**src/rtl/seg_ctrl_scan.sv**
```systemverilog
// Eight-digit multiplexed seven-segment scanner.
// A prescale counter sets how long each digit is shown. A 3-bit index
// then steps through the digits. The digit enables and the segment
// pattern are decoded combinationally from that index, so any change
// on the selected nibble appears on the segments in the same cycle.
module seg_ctrl_scan #(
  parameter int unsigned SCAN_DIV = 100000
) (
  input  logic       clk,
  input  logic       reset,
  input  logic [3:0] hex1,
  input  logic [3:0] hex2,
  input  logic [3:0] hex3,
  input  logic [3:0] hex4,
  input  logic [3:0] hex5,
  input  logic [3:0] hex6,
  input  logic [3:0] hex7,
  input  logic [3:0] hex8,
  output logic [6:0] seg_out,
  output logic [7:0] seg_ctrl
);

  // Last count value of one digit dwell.
  localparam logic [23:0] DIV_LAST = 24'(SCAN_DIV - 1);

  logic [23:0] cnt_q;
  logic [23:0] cnt_d;
  logic [2:0]  idx_q;
  logic [2:0]  idx_d;
  logic [3:0]  nib_s;

  // Active-low a..g pattern for one hex nibble (bit0 = a, bit6 = g).
  function automatic logic [6:0] hex_to_seg(input logic [3:0] val);
    logic [6:0] seg;
    case (val)
      4'h0:    seg = 7'h40;
      4'h1:    seg = 7'h79;
      4'h2:    seg = 7'h24;
      4'h3:    seg = 7'h30;
      4'h4:    seg = 7'h19;
      4'h5:    seg = 7'h12;
      4'h6:    seg = 7'h02;
      4'h7:    seg = 7'h78;
      4'h8:    seg = 7'h00;
      4'h9:    seg = 7'h10;
      4'hA:    seg = 7'h08;
      4'hB:    seg = 7'h03;
      4'hC:    seg = 7'h46;
      4'hD:    seg = 7'h21;
      4'hE:    seg = 7'h06;
      4'hF:    seg = 7'h0E;
      default: seg = 7'h7F;
    endcase
    return seg;
  endfunction

  // Next-state logic: the counter wraps after the dwell, and the index steps on the same edge.
  always_comb begin
    cnt_d = cnt_q;
    idx_d = idx_q;
    if (cnt_q >= DIV_LAST) begin
      cnt_d = 24'd0;
      idx_d = idx_q + 3'd1;
    end else begin
      cnt_d = cnt_q + 24'd1;
      idx_d = idx_q;
    end
  end

  // Scan state registers. Reset overrides counting and restarts at digit 1.
  always_ff @(posedge clk) begin
    if (reset) begin
      cnt_q <= 24'd0;
      idx_q <= 3'd0;
    end else begin
      cnt_q <= cnt_d;
      idx_q <= idx_d;
    end
  end

  // Select the nibble of the active digit. Unselected inputs are ignored.
  always_comb begin
    nib_s = hex1;
    case (idx_q)
      3'd0:    nib_s = hex1;
      3'd1:    nib_s = hex2;
      3'd2:    nib_s = hex3;
      3'd3:    nib_s = hex4;
      3'd4:    nib_s = hex5;
      3'd5:    nib_s = hex6;
      3'd6:    nib_s = hex7;
      3'd7:    nib_s = hex8;
      default: nib_s = hex1;
    endcase
  end

  // Drive exactly one active-low enable and the pattern for the selected nibble.
  always_comb begin
    seg_ctrl = ~(8'b0000_0001 << idx_q);
    seg_out  = hex_to_seg(nib_s);
  end

endmodule

```
**config.mk**
```make
export PLATFORM = sky130hd
export DESIGN_NAME = seg_ctrl_scan
export DESIGN_NICKNAME = d
export VERILOG_FILES = /design/src/rtl/seg_ctrl_scan.sv
export SDC_FILE = /design/constraint.sdc
export NUM_CORES = 1
export LEC_CHECK = 0
export BUFFER_PORTS_ARGS = -buffer_cell sky130_fd_sc_hd__buf_2
export CAP_MARGIN = 10
export CORE_UTILIZATION = 40
export CTS_CLUSTER_SIZE = 25
export DETAILED_ROUTE_END_ITERATION = 8
export SETUP_SLACK_MARGIN = 0.02
export SKIP_LAST_GASP = 1
export SLEW_MARGIN = 20
export SYNTH_ARGS = -nofsm -noshare
export SYNTH_HDL_FRONTEND = slang
export SYNTH_SLANG_ARGS = --single-unit
export TNS_END_PERCENT = 10
```
**constraint.sdc**
```tcl
create_clock -name clk -period 3.1 [get_ports clk]
set_input_delay 0.155 -clock clk [delete_from_list [all_inputs] [get_ports clk]]
set_output_delay 0.155 -clock clk [all_outputs]
set_load 0.02 [all_outputs]
```
==> out/results.txt <==
status = completed
Final Hold Vio Count = 0
R2R Setup Slk = 0.98 ns
synth unique cells = 47
DIE HEIGHT = 66.7 µm
DRT antenna net count = 0
grt ovf = 0
asr flop ratio synth = 0
Area after DPL = 1990 µm²
Root Driver = clkbuf_8
worst r2r src = cnt_q[0]
Clock transition at path regs = 0.09 ns
total negative setup slack = 0 ns
H-tree depth = 1
core area = 4000 µm²
Power Total = 956 µW
DR WL/cell = 12.1 µm
drt via density = 5.00
die area = 4450 µm²
chip width = 66.7 µm
fin area = 2130 µm²
cell count after synthesis = 190
number of synthesized register bits = 27
CP endpoint kind = output pin
initial drt markers = 57
hold buffers post-CTS = 0
synth top area cells = dfxtp_1 32%, ha_1 9.7%, nor2_1 5.8%, mux2i_1 4.8%, xnor2_1 4.7%
Max Cap Violations = 0
Antenna Cells = 0
worst slew pin tran = 0.645 ns
P per Cell Area = 449 nW/µm²
wirelength, routed = 3620 µm
layout cells sized above 1 = 0.336
antenna violations before repair = 0
IR drop worst, VDD = 306 µV
reg2reg path depth = 6
Hold EP = idx_q[1]
hold path depth = 2
critical path type = register to output pin
Final GP Congestion = 0.795
initial core utilization = 0.419
DR vias = 1,500
worst-case clock buffer depth = 2
register area share after synthesis = 0.323
Post-Syn Area per Cell = 8.82 µm²
clock latency on the worst-skew pair = 0.27 ns
Final min period = 2.95 ns
IO Pins = 49
mapped cell area = 1680 µm²
DP HPWL = 2800 µm
Synth area leader = dfxtp_1
NumNets Final = 298
hold slack = 0.0742 ns
Residual DRC = 0
maximum operating frequency = 339 MHz
Slew headroom = 0.570
clock sinks = 27
Pre-antenna DRT Iters = 4
post-synth top area share = 0.323
Global Route Usage Sum = 0.181
reg2reg end = cnt_q[15]
Num CTS Buffers = 3
Primary FF master, synth = dfxtp_1
Worst Path Max Fanout = 12
Worst Hold Class = input pin to register
element type at the critical path start = register
CTS tree = built
Syn-to-layout area delta = 27.2%
FP Rows = 23
RSZ-0062 raised after global routing = true
YS warnings = 0
first-pass GRT wire length = 6270 µm
Critical Path RT = 2.94 ns
Post-synth EDFFs = 0
number of port buffers = 48
Leakage = 0.853 nW
vias in the first global route = 1,484
fin crit share = 0.952
largest net degree at the start of global routing = 18
Slew Limit Fails = 0
final setup violating endpoints = 0
Arr. time, crit path = 2.80 ns
HP Start = reset
Setup Skew = 0.00138 ns
sequential cells by signal, summed over array words and instances (netlist names):
name / cells
cnt_q: 24
idx_q: 3
area by class of cell:
cell class	instances	area, µm²
Sequential cell	27	546
Timing Repair Buffer	56	303
Multi-Input combinational cell	148	1120
Tap cell	50	62.6
Clock inverter	1	5.00
Clock buffer	3	41.3
Fill cell	383	1870
Inverter	15	56.3
worst max-delay path, stage by stage (launching register included):
cell      delay [ns]
dfxtp_4         0.37
ha_4            0.17
ha_4            0.17
or4_4           0.56
nand2b_4        0.20
buf_4           0.15
a31oi_4         0.36
mux2i_1         0.26
o22ai_1         0.10
buf_2           0.18
where the power goes:
| part | switching, mW | total (mW) | internal (mW) |
|---|---|---|---|
| clock network | 0.102 | 0.192 | 0.0899 |
| registers | 0.00605 | 0.362 | 0.356 |
| logic | 0.227 | 0.403 | 0.176 |
cells in the mapped netlist (2+ instances only):
library cell and count:
a221oi_1 2, a22o_1 6, a31oi_1 2, a41oi_1 2
buf_4 2, buf_6 2, dfxtp_1 27, ha_1 13
inv_1 15, mux2_2 3, mux2i_1 8, nand2_1 15
nand2b_1 2, nand3_1 8, nand4_1 2, nand4b_1 2
nor2_1 26, nor2b_1 2, nor3_1 4, nor3_2 2
nor4_1 3, o22ai_1 3, xnor2_1 9, xor2_1 7
cells by family after synthesis:
group                    Yosys count  share of synthesized area
multiplexers                      11                     0.0680
AO/OA/AOI/OAI                     28                      0.147
adder cells (fa/ha/maj)           13                     0.0971
other                              1                    0.00224
flip-flops                        27                      0.323
AND/OR/NAND/NOR                   73                      0.218
buffers and inverters             21                     0.0612
XOR/XNOR                          16                     0.0836
layout by cell type (no fill, tap or decap), types with 3 or more instances in the layout:
master,synthesis,final
buf_2,1,47
nor2_1,26,25
dfxtp_1,27,25
nand2_1,15,15
inv_1,15,13
xnor2_1,9,9
buf_4,2,9
mux2i_1,8,8
nand3_1,8,8
ha_1,13,8
xor2_1,7,7
conb_1,1,7
a22o_1,6,6
nor3_1,4,4
mux2_2,3,3
o22ai_1,3,3
nor4_1,3,3
ha_4,0,3
clkbuf_8,0,3
worst max path at each step:
stage / startpoint / end / slack [ns] / depth (start not counted)
3_5_place_dp: idx_q[0] / seg_out[1] / 0.15 / 11
2_1_floorplan: idx_q[2] / seg_out[3] / 0.03 / 11
5_1_grt: idx_q[1] / seg_out[6] / 0.006 / 10
3_3_place_gp: idx_q[0] / seg_out[1] / 0.22 / 11
6_report: idx_q[1] / seg_out[4] / 0.15 / 9
4_1_cts: idx_q[0] / seg_out[1] / 0.04 / 11
through the flow:
step                      setup slack (ns)   util  std cells
after floorplan                     0.0342      -        196
after global placement               0.218  0.498        293
after detailed placement             0.154  0.498        293
after CTS                           0.0445  0.517        298
after global routing               0.00640  0.533        300
final                                0.150  0.533        300
metal layers:
layer,vias to the layer above,track usage,share of wire
li1,781,-,-
met1,670,0.208,0.45
met2,45,0.338,0.48
met3,4,0.0240,0.059
met4,0,0.0559,0.013
met5,-,0,0
what timing repair did:
| action | CTS | global route |
|---|---|---|
| buffers inserted | 1 | 2 |
| gates resized for setup | 5 | 12 |
| endpoints found under the setup margin | 3 | 7 |
| pin swaps | 1 | 3 |
No activity file was read; power rests on OpenSTA's default activity.
